`config.mk`:
```
export PLATFORM = sky130hd
export DESIGN_NAME = uart_rx_deframer
export DESIGN_NICKNAME = d
export VERILOG_FILES = /design/src/rtl/uart_pkg.sv /design/src/rtl/uart_rx_sync.sv /design/src/rtl/uart_rx_deframer.sv
export SDC_FILE = /design/constraint.sdc
export NUM_CORES = 1
export LEC_CHECK = 0
export CORE_UTILIZATION = 49
export CTS_CLUSTER_DIAMETER = 200
export DETAILED_ROUTE_END_ITERATION = 7
export PLACE_DENSITY = 0.71
export SYNTH_ARGS = -nofsm -noshare
export SYNTH_HDL_FRONTEND = slang
export SYNTH_HIERARCHICAL = 1
export SYNTH_SLANG_ARGS = --single-unit
```
`constraint.sdc`:
```
create_clock -name clk_i -period 3.25 [get_ports clk_i]
set_clock_uncertainty 0.15 [all_clocks]
set_input_delay 0.65 -clock clk_i [delete_from_list [all_inputs] [get_ports clk_i]]
set_output_delay 0.65 -clock clk_i [all_outputs]
set_load 0.05 [all_outputs]
```
`src/rtl/uart_pkg.sv`:
```
// Shared UART definitions: rx FSM encoding, parity mode constants, default geometry.
package uart_pkg;

  typedef enum logic [2:0] {
    ST_IDLE   = 3'd0,
    ST_START  = 3'd1,
    ST_DATA   = 3'd2,
    ST_PARITY = 3'd3,
    ST_STOP   = 3'd4
  } rx_state_e;

  localparam logic PAR_ODD  = 1'b0;
  localparam logic PAR_EVEN = 1'b1;

  localparam int DEF_DATA_WIDTH = 8;
  localparam int DEF_OVERSAMPLE = 16;

endpackage

```
`src/rtl/uart_rx_sync.sv`:
```
// Two-flop synchroniser for an asynchronous level input (rx line, CTS).
module uart_rx_sync #(
  parameter logic RST_VAL = 1'b1
) (
  input  logic clk_i,
  input  logic rst_i,
  input  logic d_i,
  output logic q_o
);

  logic meta;

  always_ff @(posedge clk_i or posedge rst_i) begin
    if (rst_i) begin
      meta <= RST_VAL;
      q_o  <= RST_VAL;
    end else begin
      meta <= d_i;
      q_o  <= meta;
    end
  end

endmodule

```
`src/rtl/uart_rx_deframer.sv`:
```
// UART receive deframer: mid-bit sampling on an oversampling tick, LSB-first
// deserialisation, optional parity and stop checks, valid/ready word output.
module uart_rx_deframer
  import uart_pkg::*;
#(
  parameter int DATA_WIDTH = DEF_DATA_WIDTH,
  parameter int OVERSAMPLE = DEF_OVERSAMPLE
) (
  input  logic                  clk_i,
  input  logic                  rst_i,
  input  logic                  baud_tick_i,
  input  logic                  rx_i,
  input  logic                  parity_en_i,
  input  logic                  parity_mode_i,
  output logic [DATA_WIDTH-1:0] data_o,
  output logic                  valid_o,
  input  logic                  ready_i,
  output logic                  parity_err_o,
  output logic                  frame_err_o,
  output logic                  overrun_err_o,
  output logic                  busy_o
);

  localparam int CW = $clog2(OVERSAMPLE);
  localparam int IW = $clog2(DATA_WIDTH);
  localparam logic [CW-1:0] HALF_LAST = CW'(OVERSAMPLE/2 - 1);
  localparam logic [CW-1:0] FULL_LAST = CW'(OVERSAMPLE - 1);
  localparam logic [IW-1:0] IDX_LAST  = IW'(DATA_WIDTH - 1);

  rx_state_e             state;
  logic                  rxs;
  logic [CW-1:0]         cnt;
  logic [IW-1:0]         bit_idx;
  logic [DATA_WIDTH-1:0] shreg;
  logic                  par_acc;
  logic                  par_en_q;
  logic                  par_mode_q;
  logic                  par_err_q;

  uart_rx_sync #(.RST_VAL(1'b1)) u_sync (
    .clk_i (clk_i),
    .rst_i (rst_i),
    .d_i   (rx_i),
    .q_o   (rxs)
  );

  assign busy_o = (state != ST_IDLE);

  always_ff @(posedge clk_i or posedge rst_i) begin
    if (rst_i) begin
      state         <= ST_IDLE;
      cnt           <= '0;
      bit_idx       <= '0;
      shreg         <= '0;
      par_acc       <= 1'b0;
      par_en_q      <= 1'b0;
      par_mode_q    <= PAR_ODD;
      par_err_q     <= 1'b0;
      data_o        <= '0;
      valid_o       <= 1'b0;
      parity_err_o  <= 1'b0;
      frame_err_o   <= 1'b0;
      overrun_err_o <= 1'b0;
    end else begin
      // Acceptance first; a word completing on the same edge re-asserts valid.
      if (valid_o && ready_i) valid_o <= 1'b0;

      if (baud_tick_i) begin
        case (state)
          ST_IDLE: begin
            if (!rxs) begin
              state <= ST_START;
              cnt   <= '0;
            end
          end
          ST_START: begin
            if (cnt == HALF_LAST) begin
              cnt <= '0;
              if (rxs) begin
                state <= ST_IDLE;
              end else begin
                state      <= ST_DATA;
                bit_idx    <= '0;
                par_acc    <= 1'b0;
                par_err_q  <= 1'b0;
                par_en_q   <= parity_en_i;
                par_mode_q <= parity_mode_i;
              end
            end else begin
              cnt <= cnt + 1'b1;
            end
          end
          ST_DATA: begin
            if (cnt == FULL_LAST) begin
              cnt     <= '0;
              shreg   <= {rxs, shreg[DATA_WIDTH-1:1]};
              par_acc <= par_acc ^ rxs;
              if (bit_idx == IDX_LAST) state <= par_en_q ? ST_PARITY : ST_STOP;
              else                     bit_idx <= bit_idx + 1'b1;
            end else begin
              cnt <= cnt + 1'b1;
            end
          end
          ST_PARITY: begin
            if (cnt == FULL_LAST) begin
              cnt       <= '0;
              par_err_q <= rxs != ((par_mode_q == PAR_EVEN) ? par_acc : ~par_acc);
              state     <= ST_STOP;
            end else begin
              cnt <= cnt + 1'b1;
            end
          end
          ST_STOP: begin
            if (cnt == FULL_LAST) begin
              cnt          <= '0;
              state        <= ST_IDLE;
              data_o       <= shreg;
              parity_err_o <= par_en_q & par_err_q;
              frame_err_o  <= ~rxs;
              valid_o      <= 1'b1;
              if (valid_o && !ready_i) overrun_err_o <= 1'b1;
            end else begin
              cnt <= cnt + 1'b1;
            end
          end
          default: state <= ST_IDLE;
        endcase
      end
    end
  end

endmodule

```
* Word level (Yosys, flattened, before mapping)
Index checks and enable logic that the tools add are counted.
Word-level totals: register bits 36, input bits 7, logic and storage cells 84
Cells by class: add/subtract/negate cells 2, equal/unequal tests 16, muxes and demuxes 29, bitwise logic cells 4, reductions and logical operators 18
Operators by type and width (count):
- 3-bit 2-to-1 mux | 11
- 2-bit != test (second input constant) | 8
- 3-bit one-hot mux with 5 select lines | 1
- 4-bit 2-to-1 mux | 3
- 4-bit one-hot mux with 3 select lines | 1
- 5-bit AND reduction | 2
- 1-bit 2-to-1 mux | 9
- 3-bit AND reduction | 3
- 4-bit AND reduction | 2
- 7-bit AND reduction | 1
- 3-bit by 2-bit == test with 1-bit output (second input constant) | 2
- 3-bit == test (second input constant) | 2
- 3-bit one-hot mux with 2 select lines | 1
- 6-bit AND reduction | 1
- 3-bit nonzero test | 2
- 4-bit by 1-bit adder with 4-bit output (second input constant) | 1
- 4-bit by 3-bit == test with 1-bit output (second input constant) | 1
- 4-bit == test (second input constant) | 1
- 1-bit one-hot mux with 2 select lines | 2
- 2-bit nonzero test | 2
- 3-bit by 1-bit adder with 3-bit output (second input constant) | 1
- 3-bit by 1-bit == test with 1-bit output (second input constant) | 1
- 3-bit logical NOT | 1
- 3-bit OR reduction | 1
- 7 further kinds | 9

* Logic depth before layout (Yosys ltp)
word-level depth 5, gate-level depth with buffers 6

* Hierarchy
The synthesis kept the hierarchy.
Modules (own cells, without submodules):
- uart_rx_deframer | instances 1, cells each 166, area each 1671.6 um2, sequential area each 850.8 um2
- uart_rx_sync | instances 1, cells each 3, area each 56.3 um2, sequential area each 52.6 um2

* Least setup slack after synthesis
Ideal clock, no wire load.
path type flip-flop to output port, start reg state[1], end out busy_o, data arrival time 1012 ps, data required time 2450 ps, setup slack 1438 ps, cell stages (with the launch flop) 4, path buffers 1, cell sequence dfrtp_1 buf_2 nor2_1 nand2_1
On the way: longest elaborated chain between the ends 1
Ends and longest elaborated chain:
- start, declared | line uart_rx_deframer.sv:30 | rx_state_e state;
- start signal, assigned | line uart_rx_deframer.sv:98 | if (bit_idx == IDX_LAST) state <= par_en_q ? ST_PARITY : ST_STOP;
- 3-bit nonzero test | line uart_rx_deframer.sv:47 | assign busy_o = (state != ST_IDLE);
- end, declared | line uart_rx_deframer.sv:21 | output logic busy_o
No other way between the ends.

* Final worst setup path
Same ends and word-level chain as after synthesis.

==> results.toml <==
[critical_path]
worst-path-max-fanout = 14
reg2reg_depth = 3
endpoint_kind = "output pin"
r2r_start = "state[1]$_DFFE_PP0P_"
critical_path_class = "register to output pin"
start_kind = "register"
arrival_ps = 2030
required_ps = 2450
r2r_end = "shreg[7]$_DFFE_PP0P_"
rrSetupSlack_ps = 1120

[cells_and_area]
fin_util = 0.5993
final_cell_mix = "nand2_1, dfrtp_1, clkdlybuf4s50_1"
final_common_cell = "nand2_1"
drive_gt1_frac = 0.1728
nFillCells = 301
num_antenna_cells = 0
fin_cells = 237
final_nets = 200
syn_to_final_growth_pct = 16.65

[detailed_routing]
remaining_drc_errors = 0
dr_total_vias = 1308
drt-wirelength-per-cell_um = 14.16
routed_via_density = 5.519
antenna_left = 0
drtIter0Drc = 46
first_pass_iters = 4
drt-total-wl_mm = 3.356

[die]
io_pins = 20
die_w_um = 61.39
rows = 21
initial_utilization = 0.5138
coreArea_sq_um = 3363
die_area_sq_um = 3768
die_h_um = 61.39

[synthesis]
synth.mux.area_fraction = 0.08472
yosys-top-cells-area = "dfrtp_1, mux2_2, nand2_1, o21ai_0, dfstp_2"
synth_top_area_cell = "dfrtp_1"
ys_types = 42
synth_top_area_share = 0.4924
synth_compound_area_frac = 0.08545
synthSimpleGateAreaFrac = 0.2180
synthCells = 169
synthesis.nets = 179
avgSynthCellArea_sq_um = 10.22
seq_area_frac_synth = 0.5228
synth_top_family_by_area = "simple AND/OR/NAND/NOR gates"
synth-edff-count = 0
synth_area_sq_um = 1728
synthFlopType = "dfrtp_1"
synth_fa_ha_area_frac = 0.02172
synth_xor_area_frac = 0.02028
ys_warn_count = 6
synth-seq-cells = 36
async_reset_ff_frac = 1.000

[sta]
drv_slew = 0
hold_viol_final = 0
tns_ps = 0
max_freq_ghz = 0.3540
slew_headroom = 0.6418
fin_crit_ps = 2825
fin_crit_sh = 0.8693
layout_setup_ws_ps = 424.9
tightest_slew_ps = 529.9
rsz0062_at_grt = "no"
setup_violations = 0

[clock_network]
cts_made_buffers = 5
cts_resized = 0
clock-root-buffer = "clkbuf_4"
cts.htree.levels = 2
clock_latency_ps = 360
clockBufferDepth = 2
postCtsHoldBufs = 0
clk_pin_slew_worst_paths_ps = 130
cts_sinks = 36
post-cts-setup-buffers = 0
cts_tree = "built"

[job]
timing.max_cap.violations = 0

[global_route]
grt_start_max_net_pins = 35
grt_pass1_wl_mm = 5.651
grt_pass1_vias = 1176
grt_overflow = 0
track_usage = 0.2132
antenna_found_initial = 0

[run_status]
status = "completed"

[min_path]
holdPathEnd = "u_sync/q_o$_DFF_PP1_"
hold_path_startpoint = "u_sync/meta$_DFF_PP1_"
hp-class = "register to register"
hold_depth = 0

[placement]
gp_congestion = 0.8760
dp.cells = 229
portBuffers = 19
hpwl_mm = 2.329
dp_slack_ps = 599.4

[power_and_ir_drop]
power_density_nw_per_um2 = 621.5
p_leak_uw = 0.0009994
peakVddDrop_mv = 0.4609
metrics by stage:
stage	total power, uW	hold slack [ps]	area (sq um)
global placement	920.2	199.5	1939
detailed placement	934.3	205.2	1939
CTS	1252	222.0	2016
finish	1253	220.6	2016
floorplan	875.8	195.2	1728
global route	1330	227.2	2016
Yosys cell counts (2+ instances only):
cell / count
a21o_1: 3
nand4_1: 3
a31oi_1: 2
buf_6: 2
buf_2: 2
dfstp_2: 2
dfrtp_1: 34
o21ai_0: 11
inv_1: 8
xnor2_1: 2
nand2_1: 37
ha_1: 3
buf_4: 2
xor2_1: 2
nor3_1: 3
and3_1: 4
nor2_1: 5
nand3_1: 8
mux2_2: 13
layout make-up:
cell class | count | area [sq um] | area share
well taps | 46 | 57.56 | 0.02855
inverters | 8 | 30.03 | 0.01490
clock inverters | 2 | 35.03 | 0.01738
repair buffers | 21 | 205.2 | 0.1018
clock buffers | 6 | 41.29 | 0.02048
multi-input cells | 118 | 743.2 | 0.3687
flip-flops and latches | 36 | 903.4 | 0.4482
cell families (layout without fill, tap and decap cells):
kind of cell	count (synthesis)	count (layout)
AOI/OAI and AO/OA	23	23
xor gates and xnor gates	4	4
adders and majority gates	3	3
buffers and inverters	15	37
DFF	36	36
muxes	13	13
and+or+nand+nor	75	75
how the worst max path moves through the flow:
stage                              endpoint  slack, ps  cells after the start                  from
floorplan                            busy_o       1440                      3  state[1]$_DFFE_PP0P_
global placement       shreg[5]$_DFFE_PP0P_        630                      4           baud_tick_i
detailed placement  frame_err_o$_DFFE_PP0P_        600                      5           baud_tick_i
CTS                                  busy_o        430                      3  state[1]$_DFFE_PP0P_
global route                         busy_o        310                      3  state[1]$_DFFE_PP0P_
finish                               busy_o        420                      3  state[1]$_DFFE_PP0P_
flip-flops by register name, summed over array words and instances, names as in the netlist, 3 cells and up:
name     flops
shreg        8
cnt          4
data_o       8
bit_idx      3
state        3
report_power, final:
part           total (uW)  internal (uW)  switching (uW)
clock                 321            161             159
combinational         320            148             172
sequential            612            509             102
total                1250            819             434
per-layer routing:
| layer | global-route usage | up-vias | part of all wire |
|---|---|---|---|
| met5 | 0 | - | 0 |
| met4 | 0.09524 | 0 | 0.019 |
| met3 | 0.04832 | 9 | 0.051 |
| met1 | 0.3101 | 642 | 0.48 |
| li1 | - | 620 | - |
| met2 | 0.3059 | 37 | 0.45 |
worst max-delay path, stage by stage (launching register included):
cell,delay (ps)
dfrtp_1,610
nor2_1,140
nand2_1,110
clkdlybuf4s50_1,800
Note: power is estimated with default switching activity, not from simulation.
